**src/rtl/rv_core_pkg.sv**
```systemverilog
// Shared state encodings, ALU operations and RV OP/OP-IMM field constants
// for the multi-cycle core and its ALU.
package rv_core_pkg;

  typedef logic [2:0] state_e;
  localparam state_e S_IDLE      = 3'd0;
  localparam state_e S_FETCH     = 3'd1;
  localparam state_e S_DECODE    = 3'd2;
  localparam state_e S_EXECUTE   = 3'd3;
  localparam state_e S_WRITEBACK = 3'd4;
  localparam state_e S_HALT      = 3'd5;

  typedef enum logic [3:0] {
    ALU_ADD, ALU_SUB, ALU_SLL, ALU_SLT, ALU_SLTU, ALU_XOR,
    ALU_SRL, ALU_SRA, ALU_OR, ALU_AND, ALU_MUL
  } alu_op_e;

  localparam logic [6:0] OPC_OP     = 7'b0110011;
  localparam logic [6:0] OPC_OP_IMM = 7'b0010011;

  localparam logic [6:0] F7_BASE   = 7'b0000000;
  localparam logic [6:0] F7_ALT    = 7'b0100000;
  localparam logic [6:0] F7_MULDIV = 7'b0000001;

  localparam logic [2:0] F3_ADD  = 3'b000;
  localparam logic [2:0] F3_SLL  = 3'b001;
  localparam logic [2:0] F3_SLT  = 3'b010;
  localparam logic [2:0] F3_SLTU = 3'b011;
  localparam logic [2:0] F3_XOR  = 3'b100;
  localparam logic [2:0] F3_SR   = 3'b101;
  localparam logic [2:0] F3_OR   = 3'b110;
  localparam logic [2:0] F3_AND  = 3'b111;

  // alt selects the funct7=0100000 flavour (sub / sra)
  function automatic alu_op_e f3_to_op(input logic [2:0] f3, input logic alt);
    alu_op_e op;
    case (f3)
      F3_ADD:  op = alt ? ALU_SUB : ALU_ADD;
      F3_SLL:  op = ALU_SLL;
      F3_SLT:  op = ALU_SLT;
      F3_SLTU: op = ALU_SLTU;
      F3_XOR:  op = ALU_XOR;
      F3_SR:   op = alt ? ALU_SRA : ALU_SRL;
      F3_OR:   op = ALU_OR;
      default: op = ALU_AND;
    endcase
    return op;
  endfunction

endpackage

```
**src/rtl/rv_alu.sv**
```systemverilog
// Combinational integer ALU over XLEN bits; shifts use the low log2(XLEN)
// bits of b and MUL returns the low XLEN bits of the product.
module rv_alu
  import rv_core_pkg::*;
#(
  parameter int unsigned XLEN = 32
) (
  input  logic [XLEN-1:0] a,
  input  logic [XLEN-1:0] b,
  input  alu_op_e         op,
  output logic [XLEN-1:0] result
);

  localparam int unsigned SH = $clog2(XLEN);

  logic [SH-1:0] shamt;
  assign shamt = b[SH-1:0];

  always_comb begin
    result = '0;
    case (op)
      ALU_ADD:  result = a + b;
      ALU_SUB:  result = a - b;
      ALU_SLL:  result = a << shamt;
      ALU_SLT:  result = {{(XLEN-1){1'b0}}, ($signed(a) < $signed(b))};
      ALU_SLTU: result = {{(XLEN-1){1'b0}}, (a < b)};
      ALU_XOR:  result = a ^ b;
      ALU_SRL:  result = a >> shamt;
      ALU_SRA:  result = $unsigned($signed(a) >>> shamt);
      ALU_OR:   result = a | b;
      ALU_AND:  result = a & b;
      ALU_MUL:  result = a * b;
      default:  result = '0;
    endcase
  end

endmodule

```
**src/rtl/rv_multicycle_core.sv**
```systemverilog
// Multi-cycle RV integer core: FETCH/DECODE/EXECUTE/WRITEBACK sequencing with a
// request/valid instruction fetch, inline register file and sticky illegal halt.
module rv_multicycle_core
  import rv_core_pkg::*;
#(
  parameter int unsigned     XLEN     = 32,
  parameter int unsigned     NUM_REGS = 32,
  parameter logic [XLEN-1:0] RESET_PC = '0
) (
  input  logic            clk_i,
  input  logic            rst_i,
  input  logic            start_i,
  output logic            imem_req_o,
  output logic [XLEN-1:0] imem_addr_o,
  input  logic            imem_valid_i,
  input  logic [31:0]     imem_rdata_i,
  output logic            retire_o,
  output logic [XLEN-1:0] retire_pc_o,
  output logic            wb_en_o,
  output logic [4:0]      wb_addr_o,
  output logic [XLEN-1:0] wb_data_o,
  output logic            illegal_o
);

  localparam int unsigned AW = (NUM_REGS > 1) ? $clog2(NUM_REGS) : 1;
  localparam int unsigned SH = $clog2(XLEN);
  localparam logic [11:0] SRA_BIT = 12'h400 >> SH;

  state_e          state_q, state_d;
  logic [XLEN-1:0] pc_q, pc_d, a_q, a_d, b_q, b_d, c_q, c_d;
  logic [31:0]     ir_q, ir_d;
  alu_op_e         op_q, op_d;
  logic            illegal_q, illegal_d;
  logic [XLEN-1:0] regs_q [NUM_REGS];
  logic [XLEN-1:0] regs_d [NUM_REGS];

  logic [6:0]      opcode, funct7;
  logic [4:0]      rd, rs1, rs2;
  logic [2:0]      funct3;
  logic [11:0]     imm12, shamt_hi;
  logic [XLEN-1:0] imm_sext, rs1_val, rs2_val, alu_res;
  logic            rs1_ok, rs2_ok, rd_writable;
  logic            dec_legal, dec_use_imm;
  alu_op_e         dec_op;

  assign opcode   = ir_q[6:0];
  assign rd       = ir_q[11:7];
  assign funct3   = ir_q[14:12];
  assign rs1      = ir_q[19:15];
  assign rs2      = ir_q[24:20];
  assign funct7   = ir_q[31:25];
  assign imm12    = ir_q[31:20];
  assign imm_sext = {{(XLEN-12){imm12[11]}}, imm12};
  assign shamt_hi = imm12 >> SH;

  assign rs1_ok      = ({27'd0, rs1} < NUM_REGS);
  assign rs2_ok      = ({27'd0, rs2} < NUM_REGS);
  assign rd_writable = (rd != 5'd0) && ({27'd0, rd} < NUM_REGS);
  assign rs1_val     = regs_q[rs1[AW-1:0]];
  assign rs2_val     = regs_q[rs2[AW-1:0]];

  // Legality and ALU op selection; anything not matched stays illegal.
  always_comb begin
    dec_legal   = 1'b0;
    dec_use_imm = 1'b0;
    dec_op      = ALU_ADD;
    if (opcode == OPC_OP && rs1_ok && rs2_ok) begin
      case (funct7)
        F7_BASE: begin
          dec_legal = 1'b1;
          dec_op    = f3_to_op(funct3, 1'b0);
        end
        F7_ALT: begin
          dec_legal = (funct3 == F3_ADD) || (funct3 == F3_SR);
          dec_op    = f3_to_op(funct3, 1'b1);
        end
        F7_MULDIV: begin
          dec_legal = (funct3 == F3_ADD);
          dec_op    = ALU_MUL;
        end
        default: dec_legal = 1'b0;
      endcase
    end else if (opcode == OPC_OP_IMM && rs1_ok) begin
      dec_use_imm = 1'b1;
      case (funct3)
        F3_SLL: begin
          dec_legal = (shamt_hi == 12'd0);
          dec_op    = ALU_SLL;
        end
        F3_SR: begin
          dec_legal = ((shamt_hi & ~SRA_BIT) == 12'd0);
          dec_op    = imm12[10] ? ALU_SRA : ALU_SRL;
        end
        default: begin
          dec_legal = 1'b1;
          dec_op    = f3_to_op(funct3, 1'b0);
        end
      endcase
    end
  end

  rv_alu #(.XLEN(XLEN)) u_alu (
    .a      (a_q),
    .b      (b_q),
    .op     (op_q),
    .result (alu_res)
  );

  always_comb begin
    state_d   = state_q;
    pc_d      = pc_q;
    ir_d      = ir_q;
    a_d       = a_q;
    b_d       = b_q;
    c_d       = c_q;
    op_d      = op_q;
    illegal_d = illegal_q;
    regs_d    = regs_q;
    case (state_q)
      S_IDLE: if (start_i) state_d = S_FETCH;
      S_FETCH: begin
        if (imem_valid_i) begin
          ir_d    = imem_rdata_i;
          state_d = S_DECODE;
        end
      end
      S_DECODE: begin
        if (dec_legal) begin
          a_d     = rs1_val;
          b_d     = dec_use_imm ? imm_sext : rs2_val;
          op_d    = dec_op;
          state_d = S_EXECUTE;
        end else begin
          illegal_d = 1'b1;
          state_d   = S_HALT;
        end
      end
      S_EXECUTE: begin
        c_d     = alu_res;
        state_d = S_WRITEBACK;
      end
      S_WRITEBACK: begin
        if (rd_writable) regs_d[rd[AW-1:0]] = c_q;
        pc_d    = pc_q + {{(XLEN-3){1'b0}}, 3'd4};
        state_d = start_i ? S_FETCH : S_IDLE;
      end
      S_HALT:  state_d = S_HALT;
      default: state_d = S_HALT;
    endcase
  end

  always_ff @(posedge clk_i or negedge rst_i) begin
    if (!rst_i) begin
      state_q   <= S_IDLE;
      pc_q      <= RESET_PC;
      ir_q      <= '0;
      a_q       <= '0;
      b_q       <= '0;
      c_q       <= '0;
      op_q      <= ALU_ADD;
      illegal_q <= 1'b0;
      for (int i = 0; i < int'(NUM_REGS); i++) regs_q[i] <= '0;
    end else begin
      state_q   <= state_d;
      pc_q      <= pc_d;
      ir_q      <= ir_d;
      a_q       <= a_d;
      b_q       <= b_d;
      c_q       <= c_d;
      op_q      <= op_d;
      illegal_q <= illegal_d;
      regs_q    <= regs_d;
    end
  end

  // Retire-port outputs read as zero outside WRITEBACK.
  assign imem_req_o  = (state_q == S_FETCH);
  assign imem_addr_o = pc_q;
  assign retire_o    = (state_q == S_WRITEBACK);
  assign retire_pc_o = retire_o ? pc_q : '0;
  assign wb_en_o     = retire_o && rd_writable;
  assign wb_addr_o   = retire_o ? rd : 5'd0;
  assign wb_data_o   = retire_o ? c_q : '0;
  assign illegal_o   = illegal_q;

endmodule

```
**config.mk**
```make
export PLATFORM = sky130hd
export DESIGN_NAME = rv_multicycle_core
export DESIGN_NICKNAME = d
export VERILOG_FILES = /design/src/rtl/rv_core_pkg.sv /design/src/rtl/rv_alu.sv /design/src/rtl/rv_multicycle_core.sv
export SDC_FILE = /design/constraint.sdc
export NUM_CORES = 2
export LEC_CHECK = 0
export ABC_AREA = 1
export CELL_PAD_IN_SITES_DETAIL_PLACEMENT = 0
export CELL_PAD_IN_SITES_GLOBAL_PLACEMENT = 1
export CORE_ASPECT_RATIO = 2
export CORE_MARGIN = 5
export CORE_UTILIZATION = 37
export DETAILED_ROUTE_END_ITERATION = 8
export PLACE_DENSITY_LB_ADDON = 0.1
export SLEW_MARGIN = 20
export SYNTH_ARGS = -nofsm -noshare
export SYNTH_HDL_FRONTEND = slang
export SYNTH_SLANG_ARGS = --single-unit
```
**constraint.sdc**
```tcl
create_clock -name clk_i -period 7.9 [get_ports clk_i]
set_input_delay 1.58 -clock clk_i [delete_from_list [all_inputs] [get_ports clk_i]]
set_output_delay 1.58 -clock clk_i [all_outputs]
set_load 0.02 [all_outputs]
```
## After elaboration in Yosys (flattened, before gate mapping)

Index checks and enable logic that the tools add are counted.

- Register bits: 1192
- Bits of input ports: 36
- Output and inout port bits: 105

- Add/sub/neg operators: 3
- $mul: 1
- Magnitude comparators: 6
- Equality and inequality tests: 26
- Shifts and indexed selects: 3
- Mux-type cells: 33
- Bitwise gates (word level): 7
- Reductions and logical operators: 15

Operators with widths:

| kind | count |
|---|---|
| $bwmux 1024 | 1 |
| $pmux 32 s11 | 1 |
| $bmux 32 s5 | 2 |
| $mux 32 | 8 |
| $demux 32 s5 | 1 |
| $lt 32x32->1 | 2 |
| $pmux 4 s7 | 2 |
| $add 32x3->32 const B | 1 |
| $add 32x32->32 | 1 |
| $and 32x32->32 | 1 |
| $mul 32x32->32 | 1 |
| $or 32x32->32 | 1 |
| $shl 32x5->32 | 1 |
| $shr 32x5->32 | 1 |
| $sshr 32x5->32 | 1 |
| $sub 32x32->32 | 1 |
| $xor 32x32->32 | 1 |
| $logic_not 12->1 | 2 |
| $pmux 4 s5 | 1 |
| $ge 6x6->1 const B | 3 |
| $not 5->6 | 3 |
| $eq 4x3->1 const B | 4 |
| $pmux 3 s5 | 1 |
| $eq 7x6->1 const B | 2 |
| other kinds (27) | 51 |

## Longest topological paths before layout

- Depth after elaboration: 6
- Mapped depth: 42
- Depth with buffers taken out: 40

## Cells and area by module

From an unflattened synthesis, not the netlist that was laid out.

- Cell total of the unflattened synthesis: 13257
- Area, all modules: 91222.5 um2

By module, submodules not included:

| module | times used | cells an instance | area each (um2) | sequential area each (um2) |
|---|---|---|---|---|
| rv_multicycle_core | 1 | 9184 | 65358.9 | 29778.6 |
| rv_alu | 1 | 4073 | 25863.6 | 0.0 |

## Worst setup path before layout

No wires, ideal clock.

- Path kind: register to register
- From: register b_q[3]
- To: register c_q[25]
- Library setup time: 0.129 ns
- Arrival: 7.084 ns
- Required time: 7.771 ns
- Path slack: 0.687 ns
- Stages on the path, launching flop included: 31
- Clock period less this slack: 7.213 ns
- Path through: dfrtp_1 > clkbuf_1 > clkbuf_1 > clkbuf_1 > buf_1 > nand2_1 > inv_1 > fa_1 > inv_1 > fa_1 > fa_1 > fa_1 > inv_1 > fa_1 > inv_1 > fa_1 > inv_1 > fa_1 > fa_1 > ha_1 > nand2_1 > nor2_1 > nor3b_1 > nand4_1 > nand3_1 > a21o_1 > a21oi_1 > o21ai_0 > nand4_1 > nand2_1 > o21ai_1

- Word-level cells in the longest chain between the ends: 2

Ends and longest elaborated chain:

| what | line | text |
|---|---|---|
| from (decl) | rv_multicycle_core.sv:30 | `logic [XLEN-1:0] pc_q, pc_d, a_q, a_d, b_q, b_d, c_q, c_d;` |
| from (signal assigned) | rv_multicycle_core.sv:158 | `b_q <= '0;` |
| from (signal assigned) | rv_multicycle_core.sv:168 | `b_q <= b_d;` |
| $mul 32x32->32, or another cell as far along | rv_alu.sv:32 | `ALU_MUL: result = a * b;` |
| $pmux 32 s11 * | rv_alu.sv:21 | `case (op)` |
| to (signal assigned) | rv_multicycle_core.sv:159 | `c_q <= '0;` |
| to (signal assigned) | rv_multicycle_core.sv:169 | `c_q <= c_d;` |
| to (decl) | rv_multicycle_core.sv:30 |  |

Every way passes the cells marked *; elsewhere a longest branch is shown, timed or not.
A chain may end at the register's enable or synchronous reset.

## Final worst setup path

- From: register a_q[12]
- To: register c_q[29]

- Word-level cells in the longest chain between the ends: 2

Ends and longest elaborated chain:

| what | line | text |
|---|---|---|
| from (decl) | rv_multicycle_core.sv:30 |  |
| from (signal assigned) | rv_multicycle_core.sv:157 | `a_q <= '0;` |
| from (signal assigned) | rv_multicycle_core.sv:167 | `a_q <= a_d;` |
| $mul 32x32->32, or another cell as far along | rv_alu.sv:32 |  |
| $pmux 32 s11 * | rv_alu.sv:21 |  |

Marked as above.

==> results.py <==
metrics = {
    "placed_design": {
        "dp_slack_ps": 167.7,
        "dp.cells": 14600,
        "hpwl_um": 321300,
        "gp_congestion": 1.052,
        "io_buffers": 136,
    },
    "power": {
        "ir_drop_v": 0.0002796,
        "power_density_nw_per_um2": 296.8,
        "total_power_w": 0.02837,
        "p_leak_nw": 43.77,
    },
    "job": {
        "maxCapViolations": 0,
    },
    "sta": {
        "slew_headroom": 0.1027,
        "rsz0062_at_grt": "false",
        "period_share": 0.9768,
        "finalCriticalPeriod_ps": 7717,
        "fin_skew_ps": 39.60,
        "setup_tns_ps": 0,
        "setup_viol": 0,
        "worst_pin_slew_ps": 1346,
        "fmax_ghz": 0.1296,
        "finalWorstSetupSlack_ps": 183.0,
        "maxSlewViolCount": 0,
        "hold_viol": 0,
    },
    "clocking": {
        "cts.sinks": 1190,
        "clk_path_buf_depth": 3,
        "clockRootBuffer": "clkbuf_16",
        "htree_levels": 3,
        "cts_setup_buffers": 0,
        "numCtsBuffers": 117,
        "clkTransAtPathRegs_ps": 80,
        "cts_hold_buffers": 0,
        "clk_latency_ps": 800,
        "cts_tree": "yes",
    },
    "critical_path": {
        "cp_max_fo": 13,
        "critical_path.endpoint_type": "flip-flop",
        "worstPathRequired_ps": 8580,
        "critPathKind": "reg2reg",
        "cpMostUsedCell": "fa_1",
        "path_cells": "ha_1 -> fa_1 -> inv_1 -> fa_1 -> fa_1 -> fa_1 -> inv_1 -> fa_1 -> fa_1 -> fa_1 -> fa_1 -> ha_1 -> nand2_1 -> nor4_1 -> nand3_1 -> o211ai_1 -> a21oi_1 -> o21ai_0 -> nand4_1 -> nand2_1 -> nand2_1",
        "worstSetupStartpointType": "flip-flop",
        "cpLargestDelayFamily": "adder cells",
        "critPathMaxStageDelay_ps": 720,
        "crit_arrival_ps": 8400,
        "critPathBufInv": 2,
        "slowest_stage": "dfrtp_1",
    },
    "detailed_routing": {
        "ant_nets": 0,
        "routedWlPerCell_um": 30.91,
        "via_count": 86280,
        "drc": 0,
        "first_iter_violations": 8486,
        "dr.pass1.iters": 6,
        "wirelength_um": 458800,
        "vias_per_cell": 5.814,
    },
    "final_layout": {
        "multi_input_area_sq_um": 48260,
        "syn_to_final_growth_pct": 9.995,
        "final_core_util": 0.4090,
        "regArea_sq_um": 29820,
        "fin_cells": 14840,
        "final_nets": 12360,
        "layout_commonest_cell": "o21ai_0",
        "final_cell_mix": "o21ai_0 (2791), nand2_1 (2141), inv_1 (1356)",
        "fillerInstances": 24700,
        "drive_above_1_share": 0.05770,
    },
    "synthesis": {
        "yosysWarnings": 0,
        "async_flop_share": 1.000,
        "synth-edff-count": 0,
        "syn_inst": 12050,
        "syn-cell-area_sq_um": 86890,
        "yosys_register_bits": 1190,
        "seq_area_frac_synth": 0.3427,
        "synth.distinct_cells": 66,
        "ys.flop_type": "dfrtp_1",
        "syn_avg_cell_area_sq_um": 7.209,
    },
    "global_route": {
        "track_usage": 0.3653,
        "antenna_found_initial": 32,
        "grt.overflow.total": 0,
        "grt_pass1_vias": 86040,
        "grt_pass1_wl_um": 644200,
        "grt_max_degree": 231,
    },
    "floorplan": {
        "die_h_um": 695.3,
        "ios": 141,
        "dieArea_sq_um": 245200,
        "core.rowCount": 251,
        "die_w_um": 352.7,
        "core_sq_um": 233700,
        "initial_core_util": 0.3719,
    },
    "status": {
        "status": "finished, final reports clean",
    },
    "hold_path": {
        "hold_path.class": "reg2reg",
    },
}
## registers in the layout, summed over array words and instances (netlist names)
signal	cells
state_q	3
op_q	4
a_q	32
imem_addr_o	30
ir_q	32
b_q	32
regs_q	1024
c_q	32
illegal_o	1
## Yosys cell counts, types with 4 or more instances
master        n  area share
o21ai_0    2799        0.16
nand2_1    2155       0.093
inv_1      1360       0.059
dfrtp_1    1190        0.34
nor2_1     1094       0.047
a21oi_1     884       0.051
clkbuf_1    674       0.029
fa_1        410       0.094
nand3_1     224       0.013
ha_1        221       0.032
buf_2       205       0.012
o22ai_1      84      0.0060
o21ai_1      78      0.0045
buf_1        74      0.0032
o211ai_1     72      0.0062
o221ai_1     48      0.0048
nor3_1       46      0.0026
a211oi_1     44      0.0038
nand4_1      44      0.0032
xor2_1       41      0.0041
a22oi_1      22      0.0019
o32ai_1      22      0.0022
a221oi_1     19      0.0019
inv_2        19     0.00082
o21bai_1     18      0.0016
clkinv_1     14     0.00060
mux2_2       11      0.0014
nor2_2       11     0.00079
o2111ai_1    11      0.0011
or2_2        11     0.00079
a31oi_1      10     0.00072
a32oi_1      10      0.0010
buf_4        10     0.00086
nand2_2      10     0.00072
nor4_1       10     0.00072
o21a_1       10     0.00086
xnor2_1      10      0.0010
a21o_1        9     0.00078
mux2i_1       8     0.00092
nand3b_1      8     0.00069
nor4_4        5      0.0012
o31ai_1       4     0.00035
or2_1         4     0.00029
## logic make-up (layout without fill, tap and decap cells)
family,Yosys count,in the layout,share of synthesized area
fa+ha+maj,631,631,0.1263
other cells,1,24,0.00004316
buf+inv,2360,2090,0.1055
compound gates,4163,4163,0.2519
xor+xnor,51,51,0.005141
flops,1190,1190,0.3427
mux,19,19,0.002347
simple gates,3637,3637,0.1660
## cell type report
cell class                 count  share of cell area
tap                         3036             0.03975
sequential                  1190              0.3120
timing repair buffer         482             0.04600
multi-input combinational   8505              0.5049
clock buffer                 162             0.03513
inverter                    1393             0.05501
clock inverter                53            0.006624
antenna                       20           0.0005237
## path summary, 6_finish.rpt
check / startpoint / to / slack (ps) / depth (start not counted)
setup / recovery: a_q[12]$_DFFE_PN0P_ / c_q[29]$_DFFE_PN0P_ / 180 / 21
hold / removal: regs_q[995]$_DFFE_PN0P_ / regs_q[995]$_DFFE_PN0P_ / 380 / 0
setup reg to reg: a_q[12]$_DFFE_PN0P_ / c_q[29]$_DFFE_PN0P_ / 180 / 21
hold reg to reg: regs_q[995]$_DFFE_PN0P_ / regs_q[995]$_DFFE_PN0P_ / 380 / 0
max in group asynchronous: rst_i / ir_q[21]$_DFFE_PN0P_ / 5340 / 3
min in group asynchronous: rst_i / regs_q[503]$_DFFE_PN0P_ / 760 / 1
## worst register-to-register path, stage by stage (launching register included)
cell and delay [ps]:
dfrtp_1 720, ha_1 700, fa_1 540, inv_1 70
fa_1 440, fa_1 480, fa_1 540, inv_1 50
fa_1 600, fa_1 450, fa_1 540, fa_1 440
ha_1 420, nand2_1 180, nor4_1 550, nand3_1 240
o211ai_1 160, a21oi_1 80, o21ai_0 130, nand4_1 120
nand2_1 100, nand2_1 60
## power by group
part           internal [W]  total, W  switching [W]  leakage, nW
clock network       0.00328   0.00608        0.00280         1.97
registers           0.00667   0.00771        0.00104         16.4
logic               0.00353    0.0146         0.0110         25.4
## stage by stage
step | cell area, sq um | hold WS (ps)
2_1_floorplan | 86900 | 429.0
4_1_cts | 95410 | 383.0
5_1_grt | 95530 | 391.0
3_5_place_dp | 91420 | 368.4
3_3_place_gp | 91390 | 367.4
6_report | 95570 | 378.6
## what timing repair did
action / in CTS / in global routing
setup endpoints to repair: 0 / 2
gates resized for setup: 0 / 2
endpoints found under the hold margin: 0 / 0
## metal layers
metal | GRT usage | up-vias | wire length (um) | share of wire
met5 | 0 | - | 64 | 0.00014
met2 | 0.6524 | 3833 | 231200 | 0.50
met4 | 0.2961 | 8 | 45210 | 0.099
li1 | - | 38660 | - | -
met1 | 0.3784 | 42460 | 156400 | 0.34
met3 | 0.05787 | 1327 | 25940 | 0.057
Note: power is estimated with default switching activity, not from simulation.
